--- config.mk ---
export PLATFORM = sky130hd
export DESIGN_NAME = counter_updown_mod
export DESIGN_NICKNAME = d
export VERILOG_FILES = /design/src/rtl/counter_updown_mod.sv
export SDC_FILE = /design/constraint.sdc
export NUM_CORES = 1
export LEC_CHECK = 0
export ABC_AREA = 0
export CORE_AREA = 10 10 47 49
export DETAILED_ROUTE_END_ITERATION = 10
export DIE_AREA = 0 0 57 59
export DONT_BUFFER_PORTS = 1
export PLACE_DENSITY = 0.49
export SLEW_MARGIN = 10
export SYNTH_ARGS = -nofsm -noshare
export SYNTH_HDL_FRONTEND = slang
export SYNTH_SLANG_ARGS = --single-unit
export TNS_END_PERCENT = 30
--- constraint.sdc ---
create_clock -name clk -period 1.8 [get_ports clk]
set_input_delay 0.36 -clock clk [delete_from_list [all_inputs] [get_ports clk]]
set_output_delay 0.36 -clock clk [all_outputs]
set_load 0.005 [all_outputs]
--- src/rtl/counter_updown_mod.sv ---
// counter_updown_mod: parametrised synchronous up/down modulo counter.
//
// Counts over 0..MODULUS-1 in either direction, with a count enable, a synchronous
// parallel load (clamped to MODULUS-1), and a combinational terminal-count output.
// Stages cascade by driving the next stage's en from this stage's tc.
//
// Optional feature macro: COUNTER_UDM_SAT_EN
//   When defined, adds the sat port. With sat=1, an enabled edge at the terminal
//   value holds the count instead of wrapping. When undefined, the counter always
//   wraps and no saturation logic exists.
//
// Parameters:
//   WIDTH     counter width in bits (1..16)
//   MODULUS   number of states (2..2^WIDTH)
//   RESET_VAL value forced by reset (< MODULUS)
//
// Ports:
//   clk    in   rising-edge clock
//   reset  in   asynchronous active-high reset, forces o = RESET_VAL
//   en     in   count enable, one step per enabled edge
//   dir    in   1 = count up, 0 = count down
//   load   in   synchronous load of d, wins over en
//   d      in   load value [WIDTH-1:0]
//   sat    in   saturate instead of wrap (only with COUNTER_UDM_SAT_EN)
//   o      out  registered count [WIDTH-1:0]
//   tc     out  terminal count, combinational from o, en, dir, load

module counter_updown_mod #(
  parameter int unsigned WIDTH     = 4,
  parameter int unsigned MODULUS   = 16,
  parameter int unsigned RESET_VAL = 0
) (
  input  logic             clk,
  input  logic             reset,
  input  logic             en,
  input  logic             dir,
  input  logic             load,
  input  logic [WIDTH-1:0] d,
`ifdef COUNTER_UDM_SAT_EN
  input  logic             sat,
`endif
  output logic [WIDTH-1:0] o,
  output logic             tc
);

  // MODULUS may equal 2^WIDTH, so MODULUS-1 always fits in WIDTH bits.
  localparam logic [WIDTH-1:0] MaxVal = WIDTH'(MODULUS - 1);
  localparam logic [WIDTH-1:0] RstVal = WIDTH'(RESET_VAL);

  logic [WIDTH-1:0] count_q, count_d;
  logic             at_max, at_zero, at_term;
  logic             d_in_range;

  // Explicit compares keep non-power-of-two moduli identical to power-of-two ones.
  assign at_max  = (count_q == MaxVal);
  assign at_zero = (count_q == '0);
  assign at_term = dir ? at_max : at_zero;

  // Compare in 32 bits so MODULUS = 2^WIDTH does not truncate to zero.
  assign d_in_range = (32'(d) < MODULUS);

  assign tc = en & ~load & at_term;

  always_comb begin
    count_d = count_q;
    if (load) begin
      count_d = d_in_range ? d : MaxVal;
    end else if (en) begin
      if (at_term) begin
`ifdef COUNTER_UDM_SAT_EN
        if (sat) begin
          count_d = count_q;
        end else begin
          count_d = dir ? '0 : MaxVal;
        end
`else
        count_d = dir ? '0 : MaxVal;
`endif
      end else begin
        count_d = dir ? (count_q + WIDTH'(1)) : (count_q - WIDTH'(1));
      end
    end
  end

  always_ff @(posedge clk or posedge reset) begin
    if (reset) begin
      count_q <= RstVal;
    end else begin
      count_q <= count_d;
    end
  end

  assign o = count_q;

endmodule

## Yosys cells after proc, flatten, opt, wreduce, memory -nomap -nowiden

Cells that the tools add are included.

- Flip-flop bits (word level): 4
- Output and inout port bits: 5
- Input bits: 9
- Logic and storage cells: 15

- Bitwise gates (word level): 3
- Muxes and demuxes: 6
- Reductions and logical operators: 2
- Add/sub/neg operators: 2
- Equal/unequal tests: 1

Operator list:

| cell | count |
|---|---|
| $mux W4 | 5 |
| $add A4 B1 Y4 const B | 1 |
| $eq A4 B4 Y1 const B | 1 |
| $logic_not A4 Y1 | 1 |
| $sub A4 B1 Y4 const B | 1 |
| $and A1 B1 Y1 | 2 |
| $reduce_bool A2 Y1 | 1 |
| $mux W1 | 1 |
| $not A1 Y1 | 1 |

## Logic depth before layout (Yosys ltp)

- Depth in word-level cells: 5
- Gate-level depth with buffers: 6
- Gate-level depth less buffers: 6

## Worst setup path before layout

No wires, ideal clock.

- Path kind: reg-to-output
- Start point: reg count_q[0], in the netlist o[0]
- End point: out tc
- Required time: 1.440 ns
- Stages on the path, launching flop included: 4
- Setup slack: 0.164 ns
- Arrival: 1.276 ns
- Path buffers: 0
- Cells stage by stage: dfrtp_1 > or4_4 > o21a_1 > nor2_1

- Cells in the longest elaborated chain, start to end: 3
- Elaborated cells on any way between the ends: 4
- Those cells by class: eq/ne (1); mux (1); bitwise (1); reduce/logical (1)

RTL lines:

| item | RTL line | RTL |
|---|---|---|
| from (decl) | 50 | `logic [WIDTH-1:0] count_q, count_d;` |
| from (signal assigned) | 87 | `count_q <= RstVal;` |
| from (signal assigned) | 89 | `count_q <= count_d;` |
| $eq A4 B4 Y1 / $logic_not A4 Y1 (equally long branches) | 55, 56 |  |
| $mux W1 (*) | 57 | `assign at_term = dir ? at_max : at_zero;` |
| $and A1 B1 Y1 (*) | 62 | `assign tc = en & ~load & at_term;` |
| to (decl) | 43 | `output logic tc` |

Every way passes the cells marked *; elsewhere a longest branch is shown, timed or not.

## Worst setup path after layout

- Start point: reg count_q[1], in the netlist o[1]
- End point: out tc

The elaborated chain is that of the path after synthesis.

==> reports/qor.yml <==
status:
  status: "finished clean"
synth:
  synth_top_area_share: 0.285
  synth_top_area_cell: "dfrtp_1"
  synth_nets: 51
  synthArstFlopShare: 1.00
  netlist_instances: 39
  ys_seq_area_frac: 0.285
  synthTopCellsByCount: "4 x a21oi_1, 4 x dfrtp_1, 4 x nand2_1"
  synth_edf_count: 0
  ys_ff_latch: 4
  synth.avg_cell_area_sq_um: 9.02
  yosysWarnings: 0
  ys.flop_type: "dfrtp_1"
  synth_area_sq_um: 352
  synth.distinct_cells: 21
  yosys-top-cells-area: "dfrtp_1 28%, xnor2_1 7.5%, ha_1 7.1%"
routing:
  vias: 306
  drtIter0Drc: 2
  first_pass_iters: 3
  drc_errors: 0
  wl_um: 884
  wl_per_cell_um: 14.5
  antenna_left: 0
  via_per_inst: 5.02
sta:
  hold_viol_final: 0
  fin_crit_sh: 0.990
  finalMaxSlewViolations: 0
  max_freq_ghz: 0.561
  finalSetupTns_ns: 0
  finalSetupViolations: 0
  rsz0062_at_grt: "yes"
  worstMarginPinSlew_ns: 0.283
  whs_ns: 0.218
  fin_skew_ns: 0.00257
  max-slew-margin-rel: 0.812
  fin_crit_ns: 1.78
setup_path:
  cp.arrival_ns: 1.42
  cp_slowest_cell: "or4_4"
  critPathKind: "reg2out"
  path_max_fanout: 3
  end_kind: "output port"
  crit_path_start_kind: "register"
  crit_chain: "or4_4 -> o21a_1 -> nor2_2"
  max_stage_delay_ns: 0.53
  crit_required_ns: 1.44
  cp.buffers_inverters: 0
  critPathTopFamily: "simple AND/OR/NAND/NOR gates"
finish:
  layout-drive-gt1-share: 0.289
  syn2layout_area_growth_pct: 22.1
  largest_reg_flops: 4
  fin_area_sq_um: 429
  fin_cells: 61
  finalNetCount: 59
  insertedDiodeCount: 0
power_and_ir_drop:
  switching_share: 0.308
  pwr-share-comb: 0.366
  p_clk_frac: 0.305
  finalPower_uw: 355
  p_sw_uw: 110
  ir_worst_vdd_uv: 400
  internal_power_uw: 246
  powerDensity_mw_per_mm2: 827
  seq_power_share: 0.329
  leakage_nw: 0.194
place:
  post-place-cells: 56
  routabilityCongestion: 0.672
  port-buffer-count: 0
  postPlaceCellArea_sq_um: 387
  hpwl_um: 715
global_route:
  grt_pass1_wl_um: 1480
  grt_pass1_vias: 343
  gr-total-overflow: 0
  gr-usage-all-layers: 0.0557
  antenna_found_initial: 0
  grt_max_degree: 10
cts:
  cts_tree: "yes"
  cts.path.max_buffers: 2
  htree_levels: 1
  cts-root-buf: "clkbuf_4"
  cts_buffers: 3
  path_clk_slew_ns: 0.04
  numClockSinks: 4
  clk_latency_ns: 0.23
flow_run:
  maxCapViolCount: 0
floorplan:
  die_h_um: 59
  dieWidth_um: 57
  start_util: 0.251
  die-area_sq_mm: 0.00336
  placeableCoreArea_sq_mm: 0.00140
  boundaryPins: 14
  fp-row-count: 14
worst_hold_path:
  hp-class: "in2reg"
cell families after synthesis:
family,count (synthesis),synth area share
AOI/OAI and AO/OA,12,0.260
and+or+nand+nor,11,0.174
buffers and inverters,5,0.0534
xor gates and xnor gates,4,0.0997
DFF,4,0.285
adders and majority gates,3,0.128
per-layer routing:
metal  vias up  GRT usage  share of wire
met5         -          0              0
met4         0     0.0403          0.019
met3         2     0.0258          0.063
met2         9     0.0868           0.46
met1       146     0.0582           0.45
li1        149          -              -
per-stage QoR:
| step | worst slack, ns | util |
|---|---|---|
| 2_1_floorplan | 0.164 | - |
| 3_3_place_gp | 0.218 | 0.276 |
| 3_5_place_dp | 0.213 | 0.276 |
| 4_1_cts | 0.00298 | 0.306 |
| 5_1_grt | -0.0282 | 0.306 |
| 6_report | 0.0178 | 0.306 |
power by group through the flow:
stage               registers, mW  logic, mW  clock network [mW]
floorplan                   0.126     0.0838                   0
global placement            0.119      0.124                   0
detailed placement          0.119      0.123                   0
CTS                         0.117      0.133               0.114
global route                0.119      0.148               0.117
finish                      0.117      0.130               0.108
what timing repair did:
item / in CTS / in global routing
pin swaps: 1 / 0
setup buffers: 1 / 0
resized for setup: 1 / 0
hold buffers: 1 / 0
endpoints found under the hold margin: 4 / 0
setup endpoints to repair: 1 / 1
path summary, 6_finish.rpt:
kind                                       start                to  slack, ns  cells after the start
max in group asynchronous                  reset  o[3]$_DFFE_PP0P_       1.20                      2
worst max register to register  o[1]$_DFFE_PP0P_  o[2]$_DFFE_PP0P_       0.17                      6
worst max-delay path            o[1]$_DFFE_PP0P_                tc       0.02                      3
worst min register to register  o[0]$_DFFE_PP0P_  o[0]$_DFFE_PP0P_       0.71                      3
worst min-delay path                        load  o[0]$_DFFE_PP0P_       0.22                      1
min in group asynchronous                  reset  o[0]$_DFFE_PP0P_       0.45                      2
cells in the final DEF, fill, tap and decap left out, types with 2 or more instances in the layout:
| master | count |
|---|---|
| buf_4 | 4 |
| xnor2_1 | 3 |
| a21oi_1 | 4 |
| inv_1 | 3 |
| nand2_1 | 4 |
| nor2_1 | 2 |
| ha_1 | 2 |
| dfrtp_1 | 4 |
| o31ai_2 | 2 |
| clkbuf_4 | 3 |
area by class of cell:
class	instances	area, sq um
fillers	156	972
flip-flops and latches	4	100
clock buffers	3	22.5
inverters	3	11.3
repair buffers	5	40.0
multi-input cells	30	235
well taps	16	20.0
Power figures use the tool's default switching activity.
